==> src/rtl/cursor_pkg.sv <==
// Shared types and edge arithmetic for the cursor overlay controller.
package cursor_pkg;

    localparam int COORD_W_DEFAULT = 12;

    typedef enum logic [2:0] {
        DIR_NONE,
        DIR_L,
        DIR_R,
        DIR_U,
        DIR_D
    } dir_t;

    // One signed extra bit keeps under/overflow visible before clamping or wrapping.
    function automatic logic [COORD_W_DEFAULT-1:0] step_coord(
        input logic [COORD_W_DEFAULT-1:0] pos,
        input logic [COORD_W_DEFAULT-1:0] step,
        input logic                       neg,
        input int                         res,
        input logic                       wrap
    );
        logic signed [COORD_W_DEFAULT:0] sum;
        logic signed [COORD_W_DEFAULT:0] lim;
        lim = (COORD_W_DEFAULT+1)'(res);
        if (neg) begin
            sum = $signed({1'b0, pos}) - $signed({1'b0, step});
        end else begin
            sum = $signed({1'b0, pos}) + $signed({1'b0, step});
        end
        if (sum[COORD_W_DEFAULT]) begin
            sum = wrap ? (sum + lim) : '0;
        end else if (sum >= lim) begin
            sum = wrap ? (sum - lim) : (lim - (COORD_W_DEFAULT+1)'(1));
        end
        return sum[COORD_W_DEFAULT-1:0];
    endfunction

endpackage

==> src/rtl/cursor_hit_decoder.sv <==
// Maps a cursor position onto the menu column: reports whether it sits on a row and which one.
module cursor_hit_decoder
    import cursor_pkg::*;
#(
    parameter int COORD_W = COORD_W_DEFAULT,
    parameter int N_ITEMS = 5,
    parameter int MENU_X0 = 1110,
    parameter int MENU_X1 = 1150,
    parameter int MENU_Y0 = 691,
    parameter int ROW_H   = 25,
    localparam int IDX_W  = (N_ITEMS > 1) ? $clog2(N_ITEMS) : 1
) (
    input  logic [COORD_W-1:0] cur_x_i,
    input  logic [COORD_W-1:0] cur_y_i,
    output logic               hit_o,
    output logic [IDX_W-1:0]   idx_o
);

    always_comb begin
        hit_o = 1'b0;
        idx_o = '0;
        if (int'(cur_x_i) >= MENU_X0 && int'(cur_x_i) <= MENU_X1) begin
            for (int i = 0; i < N_ITEMS; i++) begin
                if (int'(cur_y_i) >= MENU_Y0 + i * ROW_H &&
                    int'(cur_y_i) <  MENU_Y0 + (i + 1) * ROW_H) begin
                    hit_o = 1'b1;
                    idx_o = IDX_W'(i);
                end
            end
        end
    end

endmodule

==> src/rtl/cursor_nav_ctrl.sv <==
// On-screen cursor controller: accelerating button moves with clamp/wrap edges, menu click
// toggles, a freezable marker copy of the position and a registered crosshair pixel flag.
module cursor_nav_ctrl
    import cursor_pkg::*;
#(
    parameter int COORD_W     = COORD_W_DEFAULT,
    parameter int H_RES       = 1280,
    parameter int V_RES       = 1024,
    parameter int HOME_X      = 640,
    parameter int HOME_Y      = 512,
    parameter int ACCEL_DELAY = 3,
    parameter int MAX_STEP    = 64,
    parameter int WRAP        = 0,
    parameter int N_ITEMS     = 5,
    parameter int MENU_X0     = 1110,
    parameter int MENU_X1     = 1150,
    parameter int MENU_Y0     = 691,
    parameter int ROW_H       = 25,
    parameter logic [N_ITEMS-1:0] TOGGLE_INIT = '1,
    parameter int ARM         = 10,
    localparam int IDX_W      = (N_ITEMS > 1) ? $clog2(N_ITEMS) : 1
) (
    input  logic               clk,
    input  logic               rst_n,
    input  logic               en,
    input  logic               move_tick,
    input  logic               btnL,
    input  logic               btnR,
    input  logic               btnU,
    input  logic               btnD,
    input  logic               btnC,
    input  logic               freeze,
    input  logic [COORD_W-1:0] px,
    input  logic [COORD_W-1:0] py,
    output logic [COORD_W-1:0] cur_x,
    output logic [COORD_W-1:0] cur_y,
    output logic [COORD_W-1:0] mark_x,
    output logic [COORD_W-1:0] mark_y,
    output logic [N_ITEMS-1:0] toggle_q,
    output logic               sel_valid,
    output logic [IDX_W-1:0]   sel_idx,
    output logic               pix_on
);

    localparam int HOLD_W = $clog2(ACCEL_DELAY + 1);
    localparam int SPD_W  = (MAX_STEP > 1) ? $clog2(MAX_STEP) : 1;
    localparam logic [HOLD_W-1:0]  HOLD_MAX  = HOLD_W'(ACCEL_DELAY);
    localparam logic [SPD_W-1:0]   SPEED_MAX = SPD_W'(MAX_STEP - 1);
    localparam logic [COORD_W-1:0] ARM_C     = COORD_W'(ARM);
    localparam logic               WRAP_EN   = (WRAP != 0);

    dir_t               dir, dir_q, dir_d;
    logic [COORD_W-1:0] x_q, x_d, y_q, y_d, mark_x_q, mark_y_q, step, dx, dy;
    logic [HOLD_W-1:0]  hold_q, hold_d, hold_base;
    logic [SPD_W-1:0]   speed_q, speed_d, speed_base;
    logic [N_ITEMS-1:0] tog_q;
    logic [IDX_W-1:0]   hit_idx, sel_idx_q;
    logic               c_q, rise, hit, sel_valid_q, pix_q, pix_d;

    // A move needs exactly one direction button and no select; anything else is "no direction".
    always_comb begin
        case ({btnL, btnR, btnU, btnD})
            4'b1000: dir = DIR_L;
            4'b0100: dir = DIR_R;
            4'b0010: dir = DIR_U;
            4'b0001: dir = DIR_D;
            default: dir = DIR_NONE;
        endcase
        if (btnC || !en) dir = DIR_NONE;
    end

    always_comb begin
        x_d        = x_q;
        y_d        = y_q;
        hold_d     = hold_q;
        speed_d    = speed_q;
        dir_d      = dir_q;
        hold_base  = '0;
        speed_base = '0;
        step       = '0;
        if (dir == DIR_NONE) begin
            hold_d  = '0;
            speed_d = '0;
            dir_d   = DIR_NONE;
        end else if (move_tick) begin
            // Switching direction since the previous tick restarts acceleration from step 1.
            if (dir == dir_q) begin
                hold_base  = hold_q;
                speed_base = speed_q;
            end
            step    = COORD_W'(speed_base) + COORD_W'(1);
            hold_d  = (hold_base == HOLD_MAX) ? hold_base : hold_base + HOLD_W'(1);
            speed_d = (hold_d == HOLD_MAX && speed_base != SPEED_MAX) ?
                      speed_base + SPD_W'(1) : speed_base;
            dir_d   = dir;
            case (dir)
                DIR_L:   x_d = step_coord(x_q, step, 1'b1, H_RES, WRAP_EN);
                DIR_R:   x_d = step_coord(x_q, step, 1'b0, H_RES, WRAP_EN);
                DIR_U:   y_d = step_coord(y_q, step, 1'b1, V_RES, WRAP_EN);
                DIR_D:   y_d = step_coord(y_q, step, 1'b0, V_RES, WRAP_EN);
                default: ;
            endcase
        end
    end

    always_ff @(posedge clk) begin
        if (!rst_n) begin
            x_q     <= COORD_W'(HOME_X);
            y_q     <= COORD_W'(HOME_Y);
            hold_q  <= '0;
            speed_q <= '0;
            dir_q   <= DIR_NONE;
        end else begin
            x_q     <= x_d;
            y_q     <= y_d;
            hold_q  <= hold_d;
            speed_q <= speed_d;
            dir_q   <= dir_d;
        end
    end

    cursor_hit_decoder #(
        .COORD_W (COORD_W),
        .N_ITEMS (N_ITEMS),
        .MENU_X0 (MENU_X0),
        .MENU_X1 (MENU_X1),
        .MENU_Y0 (MENU_Y0),
        .ROW_H   (ROW_H)
    ) u_hit (
        .cur_x_i (x_q),
        .cur_y_i (y_q),
        .hit_o   (hit),
        .idx_o   (hit_idx)
    );

    assign rise = btnC & ~c_q & en & ~(btnL | btnR | btnU | btnD);

    // Arms are measured as unsigned distances, so they never wrap across screen edges.
    always_comb begin
        dx    = (px >= x_q) ? (px - x_q) : (x_q - px);
        dy    = (py >= y_q) ? (py - y_q) : (y_q - py);
        pix_d = en & (((px == x_q) & (dy <= ARM_C)) | ((py == y_q) & (dx <= ARM_C)));
    end

    always_ff @(posedge clk) begin
        if (!rst_n) begin
            c_q         <= 1'b0;
            tog_q       <= TOGGLE_INIT;
            sel_valid_q <= 1'b0;
            sel_idx_q   <= '0;
            mark_x_q    <= COORD_W'(HOME_X);
            mark_y_q    <= COORD_W'(HOME_Y);
            pix_q       <= 1'b0;
        end else begin
            c_q         <= btnC;
            sel_valid_q <= rise & hit;
            if (rise && hit) begin
                tog_q     <= tog_q ^ (N_ITEMS'(1) << hit_idx);
                sel_idx_q <= hit_idx;
            end
            if (!freeze) begin
                mark_x_q <= x_q;
                mark_y_q <= y_q;
            end
            pix_q <= pix_d;
        end
    end

    assign cur_x     = x_q;
    assign cur_y     = y_q;
    assign mark_x    = mark_x_q;
    assign mark_y    = mark_y_q;
    assign toggle_q  = tog_q;
    assign sel_valid = sel_valid_q;
    assign sel_idx   = sel_idx_q;
    assign pix_on    = pix_q;

endmodule
==> config.mk <==
export PLATFORM = sky130hd
export DESIGN_NAME = cursor_nav_ctrl
export DESIGN_NICKNAME = d
export VERILOG_FILES = /design/src/rtl/cursor_pkg.sv /design/src/rtl/cursor_hit_decoder.sv /design/src/rtl/cursor_nav_ctrl.sv
export SDC_FILE = /design/constraint.sdc
export NUM_CORES = 1
export LEC_CHECK = 0
export ABC_AREA = 1
export BUFFER_PORTS_ARGS = -buffer_cell sky130_fd_sc_hd__clkbuf_2
export CAP_MARGIN = 20
export CORE_MARGIN = 1
export CORE_UTILIZATION = 45
export CTS_CLUSTER_DIAMETER = 60
export CTS_CLUSTER_SIZE = 30
export DETAILED_ROUTE_END_ITERATION = 6
export PLACE_DENSITY = 0.6
export REMOVE_ABC_BUFFERS = 1
export SLEW_MARGIN = 10
export SYNTH_ARGS = -nofsm -noshare
export SYNTH_HDL_FRONTEND = slang
export SYNTH_SLANG_ARGS = --single-unit
==> constraint.sdc <==
create_clock -name clk -period 6.7 [get_ports clk]
set_input_delay 0.335 -clock clk [delete_from_list [all_inputs] [get_ports clk]]
set_output_delay 0.335 -clock clk [all_outputs]
set_load 0.05 [all_outputs]
-- Word-level counts from Yosys, hierarchy flattened
Cells that the tools add are included.
Widths: inputs -> output; s select.
- bitwise operators: 16
- reduce and logical (&&, ||, !) cells: 16
- magnitude comparators: 20
- shifts and indexed selects: 1
- equality and inequality tests: 14
- add/sub/neg operators: 11
- multiplexer cells: 45
- operator list (operator ; count):
    $mux 13 ; 12
    $mux 12 ; 10
    $ge 12x10->1 const B ; 5
    $lt 12x10->1 const B ; 5
    $ge 13x12->1 const B ; 4
    $pmux 12 s2 ; 2
    $sub 12x12->12 ; 4
    $add 12x7->13 ; 2
    $sub 12x7->13 ; 2
    $eq 12x12->1 ; 2
    $ge 12x12->1 ; 2
    $le 12x4->1 const B ; 2
    $mux 6 ; 4
    $ge 12x11->1 const B ; 1
    $le 12x11->1 const B ; 1
    $mux 2 ; 6
    $pmux 3 s4 ; 1
    $mux 3 ; 3
    $logic_and 1x1->1 ; 8
    $add 6x1->7 const B ; 1
    $and 1x1->1 ; 7
    $mux 1 ; 7
    $add 6x1->6 const B ; 1
    $eq 3x2->1 const B ; 2
    20 further kinds ; 29
- output and inout bits: 58
- input bits: 34
- bits in registers: 70
- word-level logic and storage cells: 135

-- Longest topological paths before layout
- depth after elaboration: 16
- gate-level depth with buffers: 33
- mapped depth without buffers: 32

-- Modules after synthesis
From an unflattened synthesis, not the netlist that was laid out.
- cell total of the unflattened synthesis: 1349
- area, all modules: 8129.0 um^2
- by module, submodules not included (module ; times used ; area each (um^2) ; cells an instance ; seq. area each (um^2)):
    cursor_nav_ctrl ; 1 ; 7768.7 ; 1264 ; 1401.3
    cursor_hit_decoder ; 1 ; 360.3 ; 85 ; 0.0

-- Worst setup path after synthesis
No wires, ideal clock.
- path type: input -> register
- start: input port btnL
- end: register y_q[7] (netlist: cur_y[7])
- data required time: 6591 ps
- stages on the path: 26
- setup time: 109 ps
- data arrival time: 3241 ps
- path slack: 3349 ps
- path buffers: 0
- cell sequence: nor2_1 -> nand2_1 -> nor2_2 -> nand2_2 -> nand2_1 -> nand2_1 -> nor2_2 -> nand4_1 -> inv_1 -> or2_1 -> inv_1 -> fa_1 -> inv_1 -> nand3_1 -> nand2_1 -> nand2_1 -> a21oi_1 -> nand2_1 -> nand3_1 -> nand3_1 -> nand2_2 -> nand3b_1 -> nand2_1 -> nand3_1 -> nand2_1 -> inv_1
- longest elaborated chain between the ends: 16
- RTL lines (what ; line ; source):
    start: declaration ; cursor_nav_ctrl.sv:27 ; input logic btnL,
    $eq 4x1->1, or another cell as far along ; cursor_nav_ctrl.sv:62 ; case ({btnL, btnR, btnU, btnD})
    $pmux 3 s4 * ; cursor_nav_ctrl.sv:62 ;
    $mux 3 * ; cursor_nav_ctrl.sv:69 ; if (btnC || !en) dir = DIR_NONE;
    $eq 3x3->1 ; cursor_nav_ctrl.sv:87 ; if (dir == dir_q) begin
    $mux 6 ; cursor_nav_ctrl.sv:87 ;
    $mux 6 ; cursor_nav_ctrl.sv:85 ; end else if (move_tick) begin
    $mux 6 ; cursor_nav_ctrl.sv:81 ; if (dir == DIR_NONE) begin
    $add 6x1->7 ; cursor_nav_ctrl.sv:91 ; step = COORD_W'(speed_base) + COORD_W'(1);
    $add 12x7->13 / $sub 12x7->13 (equally long branches) ; cursor_pkg.sv:28, cursor_pkg.sv:26 ;
    $mux 13 ; cursor_nav_ctrl.sv:96 ; case (dir)
    $mux 13 ; cursor_nav_ctrl.sv:85 ;
    $mux 13 ; cursor_nav_ctrl.sv:81 ;
    $ge 13x12->1 ; cursor_pkg.sv:32 ; end else if (sum >= lim) begin
    $mux 12 ; cursor_pkg.sv:32 ;
    $mux 12 ; cursor_pkg.sv:30 ; if (sum[COORD_W_DEFAULT]) begin
    $pmux 12 s2 ; cursor_nav_ctrl.sv:96 ;
    end signal: assignment ; cursor_nav_ctrl.sv:109 ; y_q <= COORD_W'(HOME_Y);
    end signal: assignment ; cursor_nav_ctrl.sv:115 ; y_q <= y_d;
    end: declaration ; cursor_nav_ctrl.sv:53 ; logic [COORD_W-1:0] x_q, x_d, y_q, y_d, mark_x_q, mark_y_q, step, dx, dy;
Every way passes the cells marked *; elsewhere a longest branch is shown, timed or not. The select of a mux whose other input is x is not followed.
A chain may end at the register's enable or synchronous reset.

-- Final worst setup path
- start: input port btnL
- end: register y_q[2] (netlist: cur_y[2])
Same word-level chain as after synthesis.

==> results.md <==
- Status: finished clean
- Fillers: 1,915
- Most common cell after layout, fill and taps aside: nand2_1
- Worst Path Max Fanout: 11
- Total GRT Usage: 0.267
- Syn. warnings: 0
- Initial antenna violation count: 0
- Max-slew violation count: 0
- Final Hold Fails: 0
- H-tree lvl count: 3
- Syn Inst Count: 1,349
- Leak: 4.85 nW
- Post-CTS Hold Fix Bufs: 0
- CP arrival: 4330 ps
- Synth unique cells: 43
- Commonest non-fill, non-tap cells in the layout: nand2_1 (402), inv_1 (198), a21oi_1 (124)
- Setup TNS: 0 ps
- Vias in the first global route: 7,891
- Slowest Stage Delay on Critical Path: 390 ps
- Dpl hpwl: ~19,000 µm
- # port buffers: 91
- Clk root buf: clkbuf_16
- Layout cells sized above 1: 0.100
- Switching share of power: 0.338
- Max VDD drop: 0.118 mV
- Total number of clock tree sinks: 70
- Die Y: 135 µm
- Effective utilization at floorplan: 0.460
- CP Capture Type: flop
- Drt wl/cell: 14.4 µm
- Setup crit start kind: input port
- Clock skew: roughly 7.4 ps
- PD cells: 135 nW/µm²
- Postcts setup bufs: 0
- NetSw: 402 µW
- RSZ-0062 raised after global routing: false
- Post-synth EDFFs: 0
- Worst-skew pair later-pin latency: 350 ps
- DIE AREA: 18,200 µm²
- Main synth FF type: dfxtp_1
- Area leader, netlist: nand2_1
- Max-cap violations: 0
- Flop pwr share: 0.369
- Core area: 17,300 µm²
- Worst slew pin tran: between 800 and 900 ps
- Aggregate routed wire length: 23,600 µm
- Placed insts: around 1,600
- WP data required: approximately 7000 ps
- Fin cells: 1,644
- Seq/Total Area, Yosys: 0.176
- Mean Syn Cell Area: 5.90 µm²
- Nets: 1,535
- Top post-synthesis cells by area: nand2_1 (19%), dfxtp_1 (18%), ha_1 (12%), inv_1 (9.3%), a21oi_1 (7.8%)
- Largest net degree at the start of global routing: 43
- Cell Area, Synth: 7960 µm²
- Cell mode on critical path: nand2_1
- Max-slew headroom: 0.426
- Worst path slowest cell: ha_1
- Tcrit/Tclk final: 0.609
- Die Wd: roughly 140 µm
- Ant diodes: 0
- Gpl congestion: 0.964
- Asr flop ratio synth: 0
- Rows: 48
- Fmax: 245 MHz
- GR Overflow Total: 0
- Final antenna-violating net count: 0
- DRC errors left: 0
- Power Internal: 788 µW
- First-pass GRT wire length: 38,800 µm
- Clk pin slew, worst setup/hold paths: roughly 60 ps
- I/O pin cnt: 92
- Final setup violating endpoints: 0
- Via count: 8,550
- Resized Gates After CTS: 0
- Synth Register Bits: 70
- CTS tree: built
- Area grow syn2layout: 10.6%
- Worst Hold Class: in2reg
- Drt pass-1 iters: 5
- Combinational power share: 0.257
- DRT iter0 DRCs: between 400 and 500
- Max clock buf depth: 2
- Post-synth top area share: 0.190
- Vias/cell: 5.20
- Total power: about 1.2 mW
- Power share of the clock group: 0.374
- Worst Setup Path Type: in2reg
- CTS Buf Count: 9
- Minimum clock period: a little over 4000 ps
## stage by stage
step	setup slack, ps	hold slack (ps)	instance area, µm²	util
6_report	2620	244	8810	0.509
5_1_grt	2130	258	8810	0.509
4_1_cts	2670	237	8780	0.508
3_5_place_dp	2330	456	8520	0.492
3_3_place_gp	2350	451	8520	0.492
2_1_floorplan	3270	418	7780	-
## path summary, 6_finish.rpt
check / startpoint / end / slack, ps / cells after the start
max reg2reg: dir_q[2]$_SDFFE_PP0P_ / cur_y[2]$_SDFFE_PN0P_ / 2760 / 24
min reg2reg: sel_idx[2]$_SDFFE_PN0P_ / sel_idx[2]$_SDFFE_PN0P_ / 460 / 2
min: btnC / c_q$_SDFF_PN0_ / 240 / 3
max: btnL / cur_y[2]$_SDFFE_PN0P_ / 2620 / 26
## cells by family after synthesis
kind of cell | synth area share
buffers and inverters | 0.118
and+or+nand+nor | 0.374
adders and majority gates | 0.140
AOI/OAI and AO/OA | 0.147
DFF | 0.176
xor gates and xnor gates | 0.0462
## area by class of cell
cell class	instances	area [µm²]	share of cell area
Clock inverter	2	10.0	0.00114
Timing Repair Buffer	92	483	0.0548
Tap cell	225	282	0.0320
Inverter	202	758	0.0861
Sequential cell	70	1400	0.159
Clock buffer	11	253	0.0287
Multi-Input combinational cell	1042	5620	0.638
## power by group through the flow
| stage | registers [mW] | clock network, mW | logic (mW) |
|---|---|---|---|
| after global placement | 0.448 | 0 | 0.301 |
| final | 0.439 | 0.445 | 0.306 |
| after detailed placement | 0.448 | 0 | 0.301 |
| after global routing | 0.440 | 0.473 | 0.346 |
| after CTS | 0.439 | 0.455 | 0.303 |
| after floorplan | 0.478 | 0 | 0.190 |
## synthesized netlist by cell type, drive strengths merged, types with 3 or more instances
cell	instances
a21o	3
a21oi	125
a31oi	6
buf	17
clkbuf	18
dfxtp	70
fa	8
ha	76
inv	202
nand2	414
nand3	117
nand3b	9
nand4	12
nor2	117
nor3	15
nor4	3
o211ai	3
o21a	3
o21ai	75
o21bai	3
or2	6
xnor2	8
xor2	34
## metal layers
metal	up-vias	routed length, µm	GRT usage	share of wire
li1	4431	-	-	-
met1	3890	11500	0.364	0.49
met2	204	10800	0.441	0.46
met3	25	990	0.0357	0.042
met4	0	304	0.0712	0.013
met5	-	0	0	0
## critical path, delay by kind of cell
family | cells | cell delay, ps
compound gates | 3 | 540
fa+ha+maj | 1 | 390
buf+inv | 4 | 380
xor+xnor | 1 | 190
simple gates | 17 | 2510
## registers in the layout (all words and copies together) (netlist names)
signal / count
dir_q: 3
cur_y: 12
hold_q: 2
toggle_q: 5
mark_y: 12
cur_x: 12
speed_q: 6
sel_idx: 3
sel_valid: 1
pix_on: 1
mark_x: 12
c_q: 1
(Power assumes the default switching activity.)
